===== config.mk =====
export PLATFORM = sky130hd
export DESIGN_NAME = pred_queue
export DESIGN_NICKNAME = d
export VERILOG_FILES = /design/src/rtl/pred_check_pkg.sv /design/src/rtl/pred_queue.sv
export SDC_FILE = /design/constraint.sdc
export NUM_CORES = 1
export LEC_CHECK = 0
export ABC_CLOCK_PERIOD_IN_PS = 2680
export BUFFER_PORTS_ARGS = -buffer_cell sky130_fd_sc_hd__buf_2
export CORE_MARGIN = 2
export CORE_UTILIZATION = 50
export CTS_CLUSTER_SIZE = 16
export DETAILED_ROUTE_END_ITERATION = 8
export PLACE_DENSITY = 0.72
export SYNTH_ARGS = -nofsm -noshare
export SYNTH_HDL_FRONTEND = slang
export SYNTH_SLANG_ARGS = --single-unit
export TNS_END_PERCENT = 20

===== constraint.sdc =====
create_clock -name clk -period 2.68 [get_ports clk]
set_input_delay 0.804 -clock clk [delete_from_list [all_inputs] [get_ports clk]]
set_output_delay 0.804 -clock clk [all_outputs]
set_load 0.02 [all_outputs]

===== src/rtl/pred_check_pkg.sv =====
// Shared types, default widths and the saturating-increment helper for the
// prediction scoring stage (pred_checker / pred_queue).
package pred_check_pkg;

  typedef enum logic [1:0] {
    CORRECT = 2'd0,
    MISS_T  = 2'd1,
    MISS_NT = 2'd2,
    ORPHAN  = 2'd3
  } outcome_e;

  localparam int DEF_PC_W  = 32;
  localparam int DEF_DEPTH = 4;
  localparam int DEF_CNT_W = 32;

  // Increment val, holding at the all-ones value of a width-bit counter (width <= 64).
  function automatic logic [63:0] sat_inc(input logic [63:0] val, input int unsigned width);
    logic [63:0] max_v;
    max_v = 64'hFFFF_FFFF_FFFF_FFFF >> (64 - width);
    if (val >= max_v) begin
      return max_v;
    end else begin
      return val + 64'd1;
    end
  endfunction

endpackage


===== src/rtl/pred_queue.sv =====
// In-order FIFO of pending predictions with registered full/empty/count.
// Pushes while full and pops while empty are ignored.
module pred_queue
  import pred_check_pkg::*;
#(
  parameter int DEPTH  = DEF_DEPTH,
  parameter int DATA_W = 1
) (
  input  logic                       clk,
  input  logic                       reset,
  input  logic                       push,
  input  logic [DATA_W-1:0]          wr_data,
  input  logic                       pop,
  output logic [DATA_W-1:0]          rd_data,
  output logic                       full,
  output logic                       empty,
  output logic [$clog2(DEPTH):0]     count
);

  localparam int PTR_W = $clog2(DEPTH);
  localparam int CNT_WD = PTR_W + 1;

  logic [DATA_W-1:0] mem_r [DEPTH];
  logic [PTR_W-1:0]  wr_ptr_r;
  logic [PTR_W-1:0]  rd_ptr_r;
  logic [CNT_WD-1:0] count_r;
  logic [CNT_WD-1:0] count_next_s;
  logic              full_r;
  logic              empty_r;
  logic              push_s;
  logic              pop_s;

  assign push_s = push && !full_r;
  assign pop_s  = pop && !empty_r;

  // Next occupancy from the accepted push/pop pair.
  always_comb begin
    count_next_s = count_r;
    case ({push_s, pop_s})
      2'b10:   count_next_s = count_r + CNT_WD'(1);
      2'b01:   count_next_s = count_r - CNT_WD'(1);
      default: count_next_s = count_r;
    endcase
  end

  // Pointers, occupancy and the registered full/empty flags.
  always_ff @(posedge clk) begin
    if (reset) begin
      wr_ptr_r <= '0;
      rd_ptr_r <= '0;
      count_r  <= '0;
      full_r   <= 1'b0;
      empty_r  <= 1'b1;
    end else begin
      if (push_s) begin
        wr_ptr_r <= wr_ptr_r + PTR_W'(1);
      end
      if (pop_s) begin
        rd_ptr_r <= rd_ptr_r + PTR_W'(1);
      end
      count_r <= count_next_s;
      full_r  <= (count_next_s == CNT_WD'(DEPTH));
      empty_r <= (count_next_s == CNT_WD'(0));
    end
  end

  // Entry storage; contents need no reset since occupancy gates every read.
  always_ff @(posedge clk) begin
    if (push_s) begin
      mem_r[wr_ptr_r] <= wr_data;
    end
  end

  assign rd_data = mem_r[rd_ptr_r];
  assign full    = full_r;
  assign empty   = empty_r;
  assign count   = count_r;

endmodule


; Word level (Yosys, flattened, before mapping)
; Memories as Yosys holds them, arrays and structs flattened. A register that Yosys moved wholly into a read port is not among the register bits.
; Index checks and enable logic that the tools add are counted.
[op_classes]
add_sub_neg = 4
eq_ne = 3
n_mux = 5
n_reduce_logical = 5
[ops]
columns = op, n
row1 = $pmux 3 s2, 1
row2 = $add 2x1->2 const B, 2
row3 = $mux 2, 2
row4 = $add 3x1->3 const B, 1
row5 = $eq 3x3->1 const B, 1
row6 = $logic_not 3->1, 1
row7 = $sub 3x1->3 const B, 1
row8 = $eq 2x1->1 const B, 1
row9 = $eq 2x2->1 const B, 1
row10 = $logic_and 1x1->1, 2
row11 = $logic_not 1->1, 2
row12 = $mux 1, 2
[totals]
register_bits = 9
ramBits = 4
input_bits = 5
output_inout_bits = 6
elab_cells = 23
n_memories = 1
[memory_table]
columns = name, words, word_bits, read_ports, rd_ports_with_merged_regs, write_ports, line
row1 = mem_r, 4, 1, 1, 1, 1, pred_queue.sv:23  ; logic [DATA_W-1:0] mem_r [DEPTH];

; Longest topological paths before layout
[depth]
word_depth = 5
ltp_mapped = 9
mapped_depth_nobuf = 8

; Worst setup path after synthesis
; Ideal clock, no wire load.
[synth_path]
kind = input -> register
from = input port push
to = register full_r (netlist: full)
setup_ns = 0.079
t_arrival_ns = 2.454
setup_slack_ns = 0.147
cell_stages = 9
path_buffers = 1
cell_sequence = nor2b_1 > clkbuf_1 > inv_1 > ha_1 > inv_1 > fa_1 > xor2_1 > or3_4 > a211oi_2
[synth_between]
elab_chain_len = 4
[synth_lines]
columns = item, line
row1 = start: declaration, pred_queue.sv:11  ; input logic push,
row2 = $logic_and 1x1->1 (*), pred_queue.sv:33  ; assign push_s = push && !full_r;
row3 = $eq 2x1->1 or $eq 2x2->1 (tied branches), pred_queue.sv:39  ; case ({push_s, pop_s})
row4 = $pmux 3 s2 (*), pred_queue.sv:39
row5 = $eq 3x3->1 (*), pred_queue.sv:62  ; full_r <= (count_next_s == CNT_WD'(DEPTH));
row6 = end signal: assignment, pred_queue.sv:62
row7 = end: declaration, pred_queue.sv:28  ; logic full_r;
; Mark *: on every way between the ends. The rest lies on a longest branch, timed or not.
; A chain may end at the register's enable or synchronous reset.

; Worst setup path in the final report
[layout_path]
from = input port pop
to = register full_r (netlist: full)
[layout_between]
elab_chain_len = 4
[layout_lines]
columns = item, line
row1 = start: declaration, pred_queue.sv:13  ; input logic pop,
row2 = $logic_and 1x1->1 (*), pred_queue.sv:34  ; assign pop_s = pop && !empty_r;
row3 = $eq 2x1->1 or $eq 2x2->1 (tied branches), pred_queue.sv:39
row4 = $pmux 3 s2 (*), pred_queue.sv:39
row5 = $eq 3x3->1 (*), pred_queue.sv:62
; Marked as above.

==> impl_metrics.env <==
export IMPL_avgSynthCellArea_sq_um=10.9
export IMPL_fin_area_sq_um=786
export IMPL_cp_num_buf_inv=2
export IMPL_power_clock_fraction_pct=20.0
export IMPL_synth_xor_area_share_pct=6.38
export IMPL_r2r_start="empty$_SDFF_PP1_"
export IMPL_numPortBuffers=10
export IMPL_ys_seq_area_share_pct=49.5
export IMPL_power_share_combinational_pct=33.0
export IMPL_min_path_type="register to register"
export IMPL_dpl_cell_area_sq_um=758
export IMPL_drive_above_1_share_pct=25.0
export IMPL_slew_limit_headroom_pct=80.5
export IMPL_synth_seq_cells=15
export IMPL_route_detailed_drc=0
export IMPL_min_from="count[1]$_SDFF_PP0_"
export IMPL_antennaDiodeCount=0
export IMPL_startpoint="pop"
export IMPL_num_rows=13
export IMPL_synth_compound_area_share_pct=7.10
export IMPL_slowest_stage="fa_1"
export IMPL_worstPathCellList="buf_2 > nor2b_1 > ha_1 > inv_1 > fa_1 > xor2_1 > or3_4 > a211oi_2"
export IMPL_hold_viol_final=0
export IMPL_clockBufferDepth=2
export IMPL_power_w=0.000632
export IMPL_grt_setup_unrepaired="false"
export IMPL_crit_type="primary input to register"
export IMPL_synth_top_family_by_area="simple AND/OR/NAND/NOR gates"
export IMPL_yosys_area_share_simple_pct=14.6
export IMPL_routed_wl_um=966
export IMPL_cp_end_kind="register"
export IMPL_path_clk_slew_ps=90
export IMPL_cts_hold_buf=0
export IMPL_antenna_found_initial=0
export IMPL_period_needed_ps=2340
export IMPL_vdd_drop_max_mv=0.411
export IMPL_cts_buffers=3
export IMPL_fill_cells=107
export IMPL_area_growth_pct=14.4
export IMPL_die_height_um=41.1
export IMPL_path_delay_family="adder cells"
export IMPL_gp_congestion=0.776
export IMPL_ant_nets=0
export IMPL_wl_per_cell_um=10.6
export IMPL_arrival_ps=2550
export IMPL_cts_resized=0
export IMPL_layout_nets=88
export IMPL_finalSetupViolCount=0
export IMPL_crit_fanout=4
export IMPL_dp_hpwl_um=749
export IMPL_p_switching_w=0.000216
export IMPL_cts_tree="yes"
export IMPL_finalCoreUtilization_pct=61.1
export IMPL_start_kind="primary input"
export IMPL_finalCritPeriodShare_pct=87.4
export IMPL_gr_usage_all_layers_pct=13.8
export IMPL_slew_viol_final=0
export IMPL_synth_net_count=74
export IMPL_drt_initial_drc_count=2
export IMPL_clock_sinks=15
export IMPL_vias_per_cell=4.85
export IMPL_overflow=0
export IMPL_max_stage_delay_ps=400
export IMPL_htreeDepth=1
export IMPL_grt_max_degree=11
export IMPL_worst_slack_ps=338
export IMPL_synth_cells=63
export IMPL_p_leak_nw=0.343
export IMPL_finClkSkew_ps=0.804
export IMPL_p_int_w=0.000416
export IMPL_dieArea_sq_um=1690
export IMPL_timing_fmax_mhz=427
export IMPL_worstMarginPinSlew_ps=290
export IMPL_grt_pass1_vias=339
export IMPL_cts_root_buffer="clkbuf_4"
export IMPL_seqPwrFrac_pct=47.0
export IMPL_synth_fa_ha_area_share_pct=12.0
export IMPL_swShare_pct=34.2
export IMPL_drt_first_pass_iters=2
export IMPL_vias=441
export IMPL_critPathRequiredTime_ps=2880
export IMPL_die_w_um=41.1
export IMPL_dpl_worst_slack_ps=53.9
export IMPL_synthDistinctLibCells=24
export IMPL_status="finished, final reports clean"
export IMPL_syn_area_sq_um=687
export IMPL_core_sq_um=1280
export IMPL_io_pins=11
export IMPL_fin_setup_tns_ps=0
export IMPL_muxShareOfSynthArea_pct=4.74
export IMPL_post_cts_buffers=0
export IMPL_grt_pass1_wl_mm=1.37
export IMPL_p_per_area_nw_per_um2=805
export IMPL_clk_latency_ps=280
export IMPL_yosys_warnings=0
export IMPL_cap_violations=0
export IMPL_initial_core_util_pct=53.5
through the flow:
step	cells	hold WS (ps)
finish	91	515
global route	91	557
CTS	91	527
detailed placement	87	505
global placement	87	498
floorplan	63	485
cells in the mapped netlist:
master    instances  area share, %
dfxtp_1          11             32
nor2_1            8            4.4
inv_1             7            3.8
ha_1              5            9.1
and2_1            4            3.6
edfxtp_1          4             17
xor2_1            3            3.8
a21oi_1           2            1.5
clkbuf_1          2            1.1
nor2b_1           2            1.8
xnor2_1           2            2.6
a211oi_2          1            1.8
a31oi_1           1           0.91
and3b_1           1            1.3
buf_2             1           0.73
fa_1              1            2.9
mux2i_1           1            1.5
mux4_2            1            3.3
nand3b_1          1            1.1
nor3_1            1           0.73
o21a_1            1            1.1
o21ai_0           1           0.73
o31ai_1           1            1.1
or3_4             1            1.6
worst register-to-register path, cell delays in order, from the launching register on:
cell and delay, ps:
dfxtp_1 330, nor2b_1 190, ha_1 230, inv_1 70, fa_1 400, xor2_1 190, or3_4 350, a211oi_2 210
worst paths after layout:
check,endpoint,slack (ps),cells past startpoint
hold / removal,count[1]$_SDFF_PP0_,520,2
setup / recovery,full$_SDFF_PP0_,340,8
hold reg to reg,count[1]$_SDFF_PP0_,520,2
setup reg to reg,full$_SDFF_PP0_,640,7
final cells by class:
cell class                      instances  area [sq um]  share of cell area, %
Clock buffer                            3          22.5                   2.87
Clock inverter                          1          5.00                  0.637
Inverter                                7          26.3                   3.34
Multi-Input combinational cell         38           308                   39.2
Sequential cell                        15           340                   43.3
Tap cell                               15          18.8                   2.39
Timing Repair Buffer                   12          65.1                   8.28
cells in the final DEF (no fill, tap or decap), drive strengths merged:
cell | synthesis | layout
nor2 | 8 | 8
nor3 | 1 | 1
a211oi | 1 | 1
a31oi | 1 | 1
a21oi | 2 | 2
buf | 1 | 12
edfxtp | 4 | 4
and2 | 4 | 4
mux4 | 1 | 1
xnor2 | 2 | 2
clkinv | 0 | 1
dfxtp | 11 | 11
o31ai | 1 | 1
and3b | 1 | 1
fa | 1 | 1
or3 | 1 | 1
inv | 7 | 7
o21a | 1 | 1
nand3b | 1 | 1
clkbuf | 2 | 3
nor2b | 2 | 2
ha | 5 | 5
o21ai | 1 | 1
xor2 | 3 | 3
mux2i | 1 | 1
per-layer routing:
metal	track usage, %	share of wire (%)	vias up	wire, um
li1	-	-	230	-
met1	14.8	49	199	476
met2	21.1	44	8	429
met3	6.52	4.1	4	40
met4	10.0	2.1	0	20
met5	0	0	-	0
power groups by stage:
stage	Combinational, W	Sequential, W	Clock (W)
after CTS	0.000211	0.000299	0.000129
after global placement	0.000205	0.000302	0
final	0.000209	0.000297	0.000126
after global routing	0.000233	0.000303	0.000143
after floorplan	0.000132	0.000325	0
after detailed placement	0.000209	0.000304	0
cell families after synthesis:
logic type,Yosys count
xor gates and xnor gates,5
adders and majority gates,6
muxes,2
buffers and inverters,10
AOI/OAI and AO/OA,7
DFF,15
and+or+nand+nor,18
(Power assumes the default switching activity.)
